[config.mk]
export PLATFORM = sky130hd
export DESIGN_NAME = uart_tx
export DESIGN_NICKNAME = d
export VERILOG_FILES = /design/src/rtl/uart_tx.sv
export SDC_FILE = /design/constraint.sdc
export NUM_CORES = 1
export LEC_CHECK = 0
export CAP_MARGIN = 20
export CORE_ASPECT_RATIO = 0.6
export CORE_MARGIN = 3
export CORE_UTILIZATION = 50
export CTS_BUF_LIST = sky130_fd_sc_hd__clkbuf_4
export CTS_CLUSTER_DIAMETER = 60
export CTS_CLUSTER_SIZE = 28
export DETAILED_ROUTE_END_ITERATION = 10
export PLACE_DENSITY = 0.82
export SLEW_MARGIN = 0
export SYNTH_ARGS = -nofsm -noshare
export SYNTH_HDL_FRONTEND = slang
export SYNTH_SLANG_ARGS = --single-unit
[constraint.sdc]
create_clock -name i_Clock -period 4.85 [get_ports i_Clock]
set_input_delay 1.455 -clock i_Clock [delete_from_list [all_inputs] [get_ports i_Clock]]
set_output_delay 1.455 -clock i_Clock [all_outputs]
set_load 0.02 [all_outputs]
[src/rtl/uart_tx.sv]
// rtl/uart_tx.sv - 8N1 UART transmitter, registered outputs; UART_TX_PARITY_EN adds an even-parity bit
module uart_tx #(
  parameter int CLKS_PER_BIT = 868
) (
  input  logic       i_Clock,
  input  logic       i_Reset_n,
  input  logic       i_TX_DV,
  input  logic [7:0] i_TX_Byte,
  output logic       o_TX_Active,
  output logic       o_TX_Serial,
  output logic       o_TX_Done
);

  localparam int CW = $clog2(CLKS_PER_BIT) + 1;
  localparam logic [CW-1:0] CNT_LAST = CW'(CLKS_PER_BIT - 1);

  typedef enum logic [2:0] {
    S_IDLE,
    S_START,
    S_DATA,
`ifdef UART_TX_PARITY_EN
    S_PARITY,
`endif
    S_STOP,
    S_CLEANUP
  } state_t;

  state_t        state_q, state_d;
  logic [CW-1:0] cnt_q, cnt_d;
  logic [2:0]    idx_q, idx_d;
  logic [7:0]    data_q, data_d;
  logic          serial_d, active_d, done_d;
  logic          cnt_done;

  // The bit timer saturates at CNT_LAST; every state that consumes a bit period restarts it.
  assign cnt_done = (cnt_q == CNT_LAST);

  // State, bit timer, shift data and the registered outputs.
  always_ff @(posedge i_Clock or negedge i_Reset_n) begin
    if (!i_Reset_n) begin
      state_q     <= S_IDLE;
      cnt_q       <= '0;
      idx_q       <= '0;
      data_q      <= '0;
      o_TX_Serial <= 1'b1;
      o_TX_Active <= 1'b0;
      o_TX_Done   <= 1'b0;
    end else begin
      state_q     <= state_d;
      cnt_q       <= cnt_d;
      idx_q       <= idx_d;
      data_q      <= data_d;
      o_TX_Serial <= serial_d;
      o_TX_Active <= active_d;
      o_TX_Done   <= done_d;
    end
  end

  // Next-state: walk start, data bits, optional parity, stop, then one cleanup cycle.
  always_comb begin
    state_d = state_q;
    cnt_d   = cnt_q;
    idx_d   = idx_q;
    data_d  = data_q;
    case (state_q)
      S_IDLE: begin
        cnt_d = '0;
        idx_d = '0;
        if (i_TX_DV) begin
          data_d  = i_TX_Byte;
          state_d = S_START;
        end
      end
      S_START: begin
        if (cnt_done) begin
          cnt_d   = '0;
          state_d = S_DATA;
        end else begin
          cnt_d = cnt_q + 1'b1;
        end
      end
      S_DATA: begin
        if (cnt_done) begin
          cnt_d = '0;
          if (idx_q == 3'd7) begin
            idx_d = '0;
`ifdef UART_TX_PARITY_EN
            state_d = S_PARITY;
`else
            state_d = S_STOP;
`endif
          end else begin
            idx_d = idx_q + 3'd1;
          end
        end else begin
          cnt_d = cnt_q + 1'b1;
        end
      end
`ifdef UART_TX_PARITY_EN
      S_PARITY: begin
        if (cnt_done) begin
          cnt_d   = '0;
          state_d = S_STOP;
        end else begin
          cnt_d = cnt_q + 1'b1;
        end
      end
`endif
      S_STOP: begin
        if (cnt_done) begin
          cnt_d   = '0;
          state_d = S_CLEANUP;
        end else begin
          cnt_d = cnt_q + 1'b1;
        end
      end
      S_CLEANUP: begin
        state_d = S_IDLE;
      end
      default: begin
        state_d = S_IDLE;
      end
    endcase
  end

  // Output next-values: the line lags the state by one cycle since outputs are registered.
  always_comb begin
    serial_d = 1'b1;
    active_d = o_TX_Active;
    done_d   = 1'b0;
    case (state_q)
      S_IDLE:   active_d = i_TX_DV;
      S_START:  serial_d = 1'b0;
      S_DATA:   serial_d = data_q[idx_q];
`ifdef UART_TX_PARITY_EN
      S_PARITY: serial_d = ^data_q;
`endif
      S_STOP: begin
        if (cnt_done) begin
          active_d = 1'b0;
          done_d   = 1'b1;
        end
      end
      default: begin
        serial_d = 1'b1;
      end
    endcase
  end

endmodule

==> flow_metrics.tcl <==
set metrics [dict create \
    status "completed" \
    synthTopCellsByArea "dfrtp_1, mux2_2, mux4_2, nand3_1, o21ai_0" \
    synth.avg_cell_area_sq_um 10.85 \
    start_util_pct 54.90 \
    firstDrtPassIters 4 \
    wl_per_cell_microns 16.61 \
    rows 14 \
    fillers 212 \
    grt_pass1_vias 998 \
    ys_ff_latch 28 \
    arrival_ns 1.44 \
    peakVddDrop_mv 0.1740 \
    die_area_sq_um 3587 \
    cp-start-kind "flop" \
    hold_violations 0 \
    clockRootBuffer "clkbuf_4" \
    postCtsHoldBufs 0 \
    post-dp-hpwl_mm 2.130 \
    fp.dieH_microns 47.61 \
    worstMarginPinSlew_ns 1.092 \
    finalCriticalPeriod_ns 2.899 \
    drv_cap 0 \
    syn_inst 133 \
    cts_max_level 1 \
    ant_nets 0 \
    die_x_microns 75.35 \
    yosysSeqAreaShare_pct 48.66 \
    path_max_fanout 1 \
    nets 158 \
    grt_max_degree 29 \
    tritoncts "built" \
    antenna_found_initial 0 \
    drtIter0Drc 152 \
    slew_headroom_pct 26.85 \
    track_usage_pct 17.96 \
    slew_viol_final 0 \
    grt.busiest_layer "met1" \
    drt_wl_total_mm 2.906 \
    drcViolationCount 0 \
    cp_data_required_time_ns 3.39 \
    rsz0062_at_grt "no" \
    clock-sinks 28 \
    fin_skew_ns 0.01747 \
    synth_cell_types 41 \
    crit_buf_inv 1 \
    numCtsBuffers 3 \
    synth_top_area_share_pct 46.83 \
    ys.flop_type "dfrtp_1" \
    vias 1094 \
    synth_fp_nets 147 \
    critPathTopFamily "buffers and inverters" \
    syn-cell-area_sq_um 1443 \
    synth-edff-count 0 \
    post-synth-top-area-cell "dfrtp_1" \
    p_leak_nw 0.6810 \
    worstHoldPathType "reg -> reg" \
    ys_warn_count 0 \
    path_clk_slew_ns 0.14 \
    powerDensity_nw_per_um2 228.1 \
    cts_resized 0 \
    period_share_pct 59.78 \
    io_buffers 13 \
    final_core_util_pct 60.95 \
    met2_usage_pct 26.42 \
    use_met1_pct 27.49 \
    coreArea_sq_um 2628 \
    slowest_stage "clkdlybuf4s50_1" \
    clock_latency_ns 0.34 \
    use_met3_pct 5.031 \
    num_antenna_cells 0 \
    grt_pass1_wl_mm 4.781 \
    gp_congestion 0.7907 \
    crit_type "reg -> out" \
    io_pins 14 \
    clock_path_buffers 2 \
    drive_gt1_share_pct 13.99 \
    end_kind "output port" \
    fmax_mhz 344.9 \
    setup_tns_ns 0 \
    path_cells "clkdlybuf4s50_1" \
    ys_async_sr_fraction_pct 100.0 \
    vias_per_cell 6.251 \
    area_growth_pct 11.01 \
    cts_post_setup_buffers_inserted 0 \
    cpPeakStageDelay_ns 0.59 \
    setup_viol 0 \
    gr-total-overflow 0 \
]
-- cell type report --
cell class | count | area [sq um] | area share, %
Sequential cell | 28 | 701.9 | 43.83
Multi-Input combinational cell | 94 | 680.7 | 42.50
Timing Repair Buffer | 14 | 137.6 | 8.594
Tap cell | 32 | 40.04 | 2.500
Clock buffer | 4 | 30.03 | 1.875
Inverter | 3 | 11.26 | 0.7031
-- state kept, by name (all words and copies together), names as in the netlist --
| register | flops |
|---|---|
| idx_q | 3 |
| o_TX_Serial | 1 |
| o_TX_Active | 1 |
| data_q | 8 |
| state_q | 3 |
| o_TX_Done | 1 |
| cnt_q | 11 |
-- cells by family (layout without fill, tap and decap cells) --
family / after synthesis / count (layout) / share of synthesized area, %
flops: 28 / 28 / 48.66
compound gates: 28 / 28 / 12.84
mux: 13 / 13 / 11.54
buf+inv: 11 / 21 / 4.163
xor+xnor: 1 / 1 / 0.6072
fa+ha+maj: 3 / 3 / 2.602
simple gates: 49 / 49 / 19.60
-- report_power, final --
| part | internal [mW] | leakage (nW) | switching, mW |
|---|---|---|---|
| Combinational | 0.0116 | 0.303 | 0.00711 |
| Clock | 0.0378 | 0.0184 | 0.0700 |
| Sequential | 0.237 | 0.359 | 0.00176 |
-- Yosys cell counts, types with 3 or more instances --
master    number
nand4_1        4
a21oi_1        6
and3_1         3
nand3_1        8
clkbuf_1       3
mux2_2         9
nand3b_1       3
nand2_1        9
inv_1          3
nor2_1         7
ha_1           3
buf_2          3
o21ai_0        8
dfrtp_1       27
or3_1          3
-- through the flow --
stage	hold slack [ns]	cell area (sq um)	total power, mW	cells	worst slack, ns
finish	0.5189	1602	0.3653	175	1.951
global route	0.5298	1602	0.3793	175	1.887
CTS	0.5176	1602	0.3691	175	1.931
detailed placement	0.4985	1572	0.2624	171	1.951
global placement	0.4575	1572	0.2610	171	1.978
floorplan	0.4390	1443	0.2473	133	2.588
-- final timing paths --
check	cells after the start	slack (ns)	start	end
min in group asynchronous	2	1.46	i_Reset_n	state_q[1]
setup reg to reg	4	2.55	state_q[2]	cnt_q[6]
hold / removal	1	0.52	cnt_q[10]	cnt_q[10]
setup / recovery	1	1.95	o_TX_Serial	o_TX_Serial
max in group asynchronous	2	3.06	i_Reset_n	o_TX_Serial
hold reg to reg	1	0.52	cnt_q[10]	cnt_q[10]
-- cell usage in the layout, fill, tap and decap left out, types with 2 or more instances in the layout --
master	instances
nor3_1	2
clkbuf_4	4
a31oi_1	2
ha_1	3
dfrtp_1	27
nor2_1	7
or3_1	3
nand3b_1	3
and3_1	3
a21oi_1	6
nor4_1	2
inv_1	3
a22o_1	2
mux4_2	2
nand4_1	4
mux2_2	9
mux2i_1	2
o21ai_0	8
nand3_1	8
clkdlybuf4s50_1	13
nand2_1	9
and4_1	2
-- layer usage --
layer  share of wire, %  wire (microns)
met1                 50            1443
met2                 44            1276
met3                6.4             186
met4                  0               0
met5                  0               0
Power figures use the tool's default switching activity.
